### src/rtl/video_timing_gen.sv
// video_timing_gen
// Raster timing generator for the HDMI transmit path. A horizontal counter
// and a vertical counter walk the raster. Every output is a registered
// decode of the counter value consumed on the same clock edge.
//
// Each line runs active, front porch, sync, back porch. Each frame runs in
// the same order, counted in lines.
//
// Ports:
//   clk         in   pixel clock
//   rst         in   asynchronous active-high reset
//   en          in   synchronous enable; 0 freezes the counters and all outputs
//   de          out  data enable, high in the visible region
//   hsync       out  horizontal sync, active level HS_POL
//   vsync       out  vertical sync, active level VS_POL
//   x [11:0]    out  horizontal position, 0..H_TOTAL-1
//   y [10:0]    out  vertical position, 0..V_TOTAL-1
//   line_start  out  high while x==0
//   frame_start out  high while x==0 and y==0
module video_timing_gen #(
  parameter int H_ACTIVE = 640,
  parameter int H_FP     = 16,
  parameter int H_SYNC   = 96,
  parameter int H_BP     = 48,
  parameter int V_ACTIVE = 480,
  parameter int V_FP     = 10,
  parameter int V_SYNC   = 2,
  parameter int V_BP     = 33,
  parameter bit HS_POL   = 1'b0,
  parameter bit VS_POL   = 1'b0
) (
  input  logic        clk,
  input  logic        rst,
  input  logic        en,
  output logic        de,
  output logic        hsync,
  output logic        vsync,
  output logic [11:0] x,
  output logic [10:0] y,
  output logic        line_start,
  output logic        frame_start
);

  localparam int H_TOTAL = H_ACTIVE + H_FP + H_SYNC + H_BP;
  localparam int V_TOTAL = V_ACTIVE + V_FP + V_SYNC + V_BP;

  localparam logic [11:0] H_LAST  = 12'(H_TOTAL - 1);
  localparam logic [11:0] H_ACT   = 12'(H_ACTIVE);
  localparam logic [11:0] H_SSTRT = 12'(H_ACTIVE + H_FP);
  localparam logic [11:0] H_SEND  = 12'(H_ACTIVE + H_FP + H_SYNC);
  localparam logic [10:0] V_LAST  = 11'(V_TOTAL - 1);
  localparam logic [10:0] V_ACT   = 11'(V_ACTIVE);
  localparam logic [10:0] V_SSTRT = 11'(V_ACTIVE + V_FP);
  localparam logic [10:0] V_SEND  = 11'(V_ACTIVE + V_FP + V_SYNC);

  logic [11:0] r_h_cnt;
  logic [10:0] r_v_cnt;

  logic [11:0] w_h_next;
  logic [10:0] w_v_next;
  logic        w_h_last;
  logic        w_v_last;
  logic        w_de;
  logic        w_hsync;
  logic        w_vsync;
  logic        w_line_start;
  logic        w_frame_start;

  // Next counter values and the decode of the position being consumed now.
  always_comb begin
    w_h_last = (r_h_cnt == H_LAST);
    w_v_last = (r_v_cnt == V_LAST);
    w_h_next = r_h_cnt + 12'd1;
    w_v_next = r_v_cnt;
    if (w_h_last) begin
      w_h_next = 12'd0;
      // The vertical counter moves only when the line wraps. At the last
      // line it wraps together with the horizontal counter.
      if (w_v_last) begin
        w_v_next = 11'd0;
      end else begin
        w_v_next = r_v_cnt + 11'd1;
      end
    end else begin
      w_h_next = r_h_cnt + 12'd1;
      w_v_next = r_v_cnt;
    end

    w_de = (r_h_cnt < H_ACT) && (r_v_cnt < V_ACT);
    if ((r_h_cnt >= H_SSTRT) && (r_h_cnt < H_SEND)) begin
      w_hsync = HS_POL;
    end else begin
      w_hsync = ~HS_POL;
    end
    // This decode depends only on the line number, so vsync can change only
    // where the line changes, which is the x==0 position.
    if ((r_v_cnt >= V_SSTRT) && (r_v_cnt < V_SEND)) begin
      w_vsync = VS_POL;
    end else begin
      w_vsync = ~VS_POL;
    end
    w_line_start  = (r_h_cnt == 12'd0);
    w_frame_start = (r_h_cnt == 12'd0) && (r_v_cnt == 11'd0);
  end

  // Counters and registered outputs. When en is low, every register holds,
  // including the one-cycle markers.
  always_ff @(posedge clk or posedge rst) begin
    if (rst) begin
      r_h_cnt     <= 12'd0;
      r_v_cnt     <= 11'd0;
      de          <= 1'b0;
      hsync       <= ~HS_POL;
      vsync       <= ~VS_POL;
      x           <= 12'd0;
      y           <= 11'd0;
      line_start  <= 1'b0;
      frame_start <= 1'b0;
    end else if (en) begin
      r_h_cnt     <= w_h_next;
      r_v_cnt     <= w_v_next;
      de          <= w_de;
      hsync       <= w_hsync;
      vsync       <= w_vsync;
      x           <= r_h_cnt;
      y           <= r_v_cnt;
      line_start  <= w_line_start;
      frame_start <= w_frame_start;
    end
  end

endmodule

### config.mk
export PLATFORM = sky130hd
export DESIGN_NAME = video_timing_gen
export DESIGN_NICKNAME = d
export VERILOG_FILES = /design/src/rtl/video_timing_gen.sv
export SDC_FILE = /design/constraint.sdc
export NUM_CORES = 1
export LEC_CHECK = 0
export BUFFER_PORTS_ARGS = -buffer_cell sky130_fd_sc_hd__buf_2
export CAP_MARGIN = 40
export CELL_PAD_IN_SITES_DETAIL_PLACEMENT = 1
export CELL_PAD_IN_SITES_GLOBAL_PLACEMENT = 1
export CORE_AREA = 2 2 72 102
export DETAILED_ROUTE_END_ITERATION = 7
export DIE_AREA = 0 0 74 104
export PLACE_DENSITY_LB_ADDON = 0.1
export RECOVER_POWER = 25
export SKIP_CTS_REPAIR_TIMING = 1
export SLEW_MARGIN = 20
export SYNTH_ARGS = -nofsm -noshare
export SYNTH_HDL_FRONTEND = slang
export SYNTH_SLANG_ARGS = --single-unit
export TNS_END_PERCENT = 10
### constraint.sdc
create_clock -name clk -period 2 [get_ports clk]
set_clock_uncertainty 0.1 [all_clocks]
set_input_delay 0 -clock clk [delete_from_list [all_inputs] [get_ports clk]]
set_output_delay 0 -clock clk [all_outputs]
set_load 0.05 [all_outputs]
==> summary.txt <==
Via density -> 4.88
Initial core utilization -> 34.0%
Clock Sinks -> 51
Placed Area -> 2620 µm²
CP startpoint -> r_h_cnt[5]
Synthesis Warnings -> 0
Register area share after synthesis -> 55.3%
Switch share -> 33.9%
Setup-failing EPs final -> 0
Crit path max-delay cell type -> dfrtp_1
TritonCTS clock tree -> yes
CP max stage delay -> 0.48 ns
Period minus WS final -> 1.80 ns
P_sw -> 797 µW
Crit path cell chain -> nor3_2 > and4_1 > buf_4 > nand3_1 > o21ai_0
Combinational Power Share -> 23.3%
GR peak layer -> met2
Number of core rows -> 36
# IOs -> 31
Clock Power Share -> 24.6%
CTS Root Cell -> clkbuf_8
Buf+Inv Stages, Crit Path -> 1
Synth cell types -> 35
Number of global-route vias before repair -> 1,733
Post-synth design cell area -> 2310 µm²
Worst setup EP type -> register
Fin area -> 2710 µm²
First-pass GRT wire length -> 8.64 mm
Max-cap violations -> 0
Routed len/inst -> 15.4 µm
Initial DRC count -> 32
Final #Nets -> 248
Cell internal pwr -> 1.56 mW
Port Buffers -> 30
DRC -> 0
Mapped Nets -> 207
Maximum VDD drop -> 0.000660 V
Final period util -> 89.8%
TritonRoute pass-1 iters -> 4
CP max FO -> 7
Routed via count -> 1,645
Seq pwr share -> 52.1%
Pleak -> 1.27 nW
CP delay by family, top -> simple AND/OR/NAND/NOR gates
Syn-to-layout area delta -> 17.4%
Core ar. -> 6800 µm²
TritonCTS Buffers -> 5
Met3 Use GR -> 2.33%
Outcome -> complete, no violations
Reg2Reg Launch Point -> r_h_cnt[5]
Most frequent cells in the layout -> dfrtp_1 (49), mux2_2 (23), buf_2 (20), nand2_1 (14)
N_diodes -> 0
Worst Setup Start Kind -> register
Final Wtd Congestion -> 0.709
Crit path DAT -> 1.90 ns
Worst-Margin Slew -> 0.964 ns
CP required -> 2.10 ns
Congestion Overflow GR -> 0
GRT Resource Usage Total -> 14.4%
Routed wire length -> 5.20 mm
HP Class -> in2async
Clock transition at the registers of the reported paths -> 0.09 ns
Layout cells sized above 1 -> 26.9%
Final Hold Viols -> 0
GR Util met2 -> 25.3%
Power per Cell Area -> 867 nW/µm²
Worst-Skew Late Latency -> 0.30 ns
Die H -> 104 µm
Detailed Place HPWL -> 3.85 mm
Pin count of the biggest net entering global routing -> 30
CTS Buffer Depth -> 2
Die Wd -> 74 µm
Synthesized instance count -> 200
Worst Setup Path Type -> reg2reg
PnR Total Power -> 2.35 mW
#FFs+latches synth -> 51
H-tree Lvls -> 2
Setup TNS -> 0 ns
Initial antenna violation count -> 0
Slew HR -> 35.7%
Pins over their slew limit -> 0
RSZ-0062 raised after global routing -> no
Fmax -> 557 MHz
Commonest non-fill, non-tap cell in the layout -> dfrtp_1
Post-route ant nets -> 0
Met1 usage -> 17.2%
Die area -> 7700 µm²
Avg Inst Size Synth -> 11.6 µm²
[cell type report]
type / instances / area (µm²)
Clock buffer: 7 / 76.3
Tap cell: 95 / 119
Fill cell: 767 / 4090
Sequential cell: 51 / 1280
Inverter: 11 / 41.3
Timing Repair Buffer: 43 / 253
Multi-Input combinational cell: 129 / 940
Clock inverter: 1 / 5.00
[through the flow]
step	util [%]	std cells	hold WS (ns)	setup WS, ns
detailed placement	38.6	327	-0.0231	0.205
global placement	38.6	327	-0.0279	0.260
finish	39.9	337	0.363	0.204
floorplan	-	200	0.177	0.404
CTS	39.8	335	-0.358	0.186
global route	39.9	337	0.431	0.0559
[final timing paths]
kind / end / slack [ns] / cells past startpoint
max in group asynchronous: vsync / 0.71 / 4
max reg2reg: r_v_cnt[1] / 0.20 / 5
max: r_v_cnt[1] / 0.20 / 5
min reg2reg: vsync / 0.40 / 2
min: r_h_cnt[8] / 0.36 / 3
min in group clk: vsync / 0.40 / 2
[worst register-to-register path, cell delays in order (launching register included)]
cell and delay (ns):
dfrtp_1 0.48, nor3_2 0.34, and4_1 0.40, buf_4 0.19
nand3_1 0.08, o21ai_0 0.11
[flip-flops by register name (all words and copies together), names as in the netlist]
register	cells
line_start	1
hsync	1
x	12
y	11
r_h_cnt	12
de	1
r_v_cnt	11
frame_start	1
vsync	1
[kinds of logic (layout without fill, tap and decap cells)]
group           after synthesis  after routing  share of synthesized area (%)
buf+inv                      20             62                           4.01
simple gates                 69             69                           17.0
mux                          24             24                           11.6
compound gates               19             19                           4.93
xor+xnor                     13             13                           4.93
flops                        51             51                           55.3
fa+ha+maj                     4              4                           2.17
[synth_stat cells (all sizes together)]
cell type  number  share of area (%)
o31a            1               0.38
o32ai           1               0.38
and2            2               0.54
and4b           1               0.43
dfrtp          49                 53
buf             4                1.4
nand2          14                2.3
inv            11                1.8
clkbuf          5               0.81
xnor2           5                1.9
nand4           8                2.2
dfstp           2                2.3
nand3          12                2.6
or3             3               0.81
nor3b           1               0.81
a21oi           3               0.65
o31ai           1               0.32
and4            3                1.1
nor4            3                1.5
a31oi           1               0.27
o32a            1               0.43
nor2           11                1.8
o21ai           9                1.9
nor3            5                1.3
o22ai           2               0.54
mux2           23                 11
nor2b           2               0.54
and3            3               0.81
nand3b          1               0.32
ha              4                2.2
xor2            8                3.0
mux2i           1               0.43
[power by group through the flow]
stage,combinational [mW],clock (mW),sequential (mW)
CTS,0.566,0.612,1.23
global placement,0.558,0,1.24
floorplan,0.230,0,1.43
finish,0.547,0.579,1.23
global route,0.595,0.639,1.25
detailed placement,0.564,0,1.25
[per-layer routing]
| metal | share of wire (%) | wire [µm] |
|---|---|---|
| met4 | 2.0 | 103 |
| met1 | 41 | 2140 |
| met3 | 1.7 | 87 |
| met5 | 0 | 0 |
| met2 | 55 | 2870 |
Power figures use the tool's default switching activity.
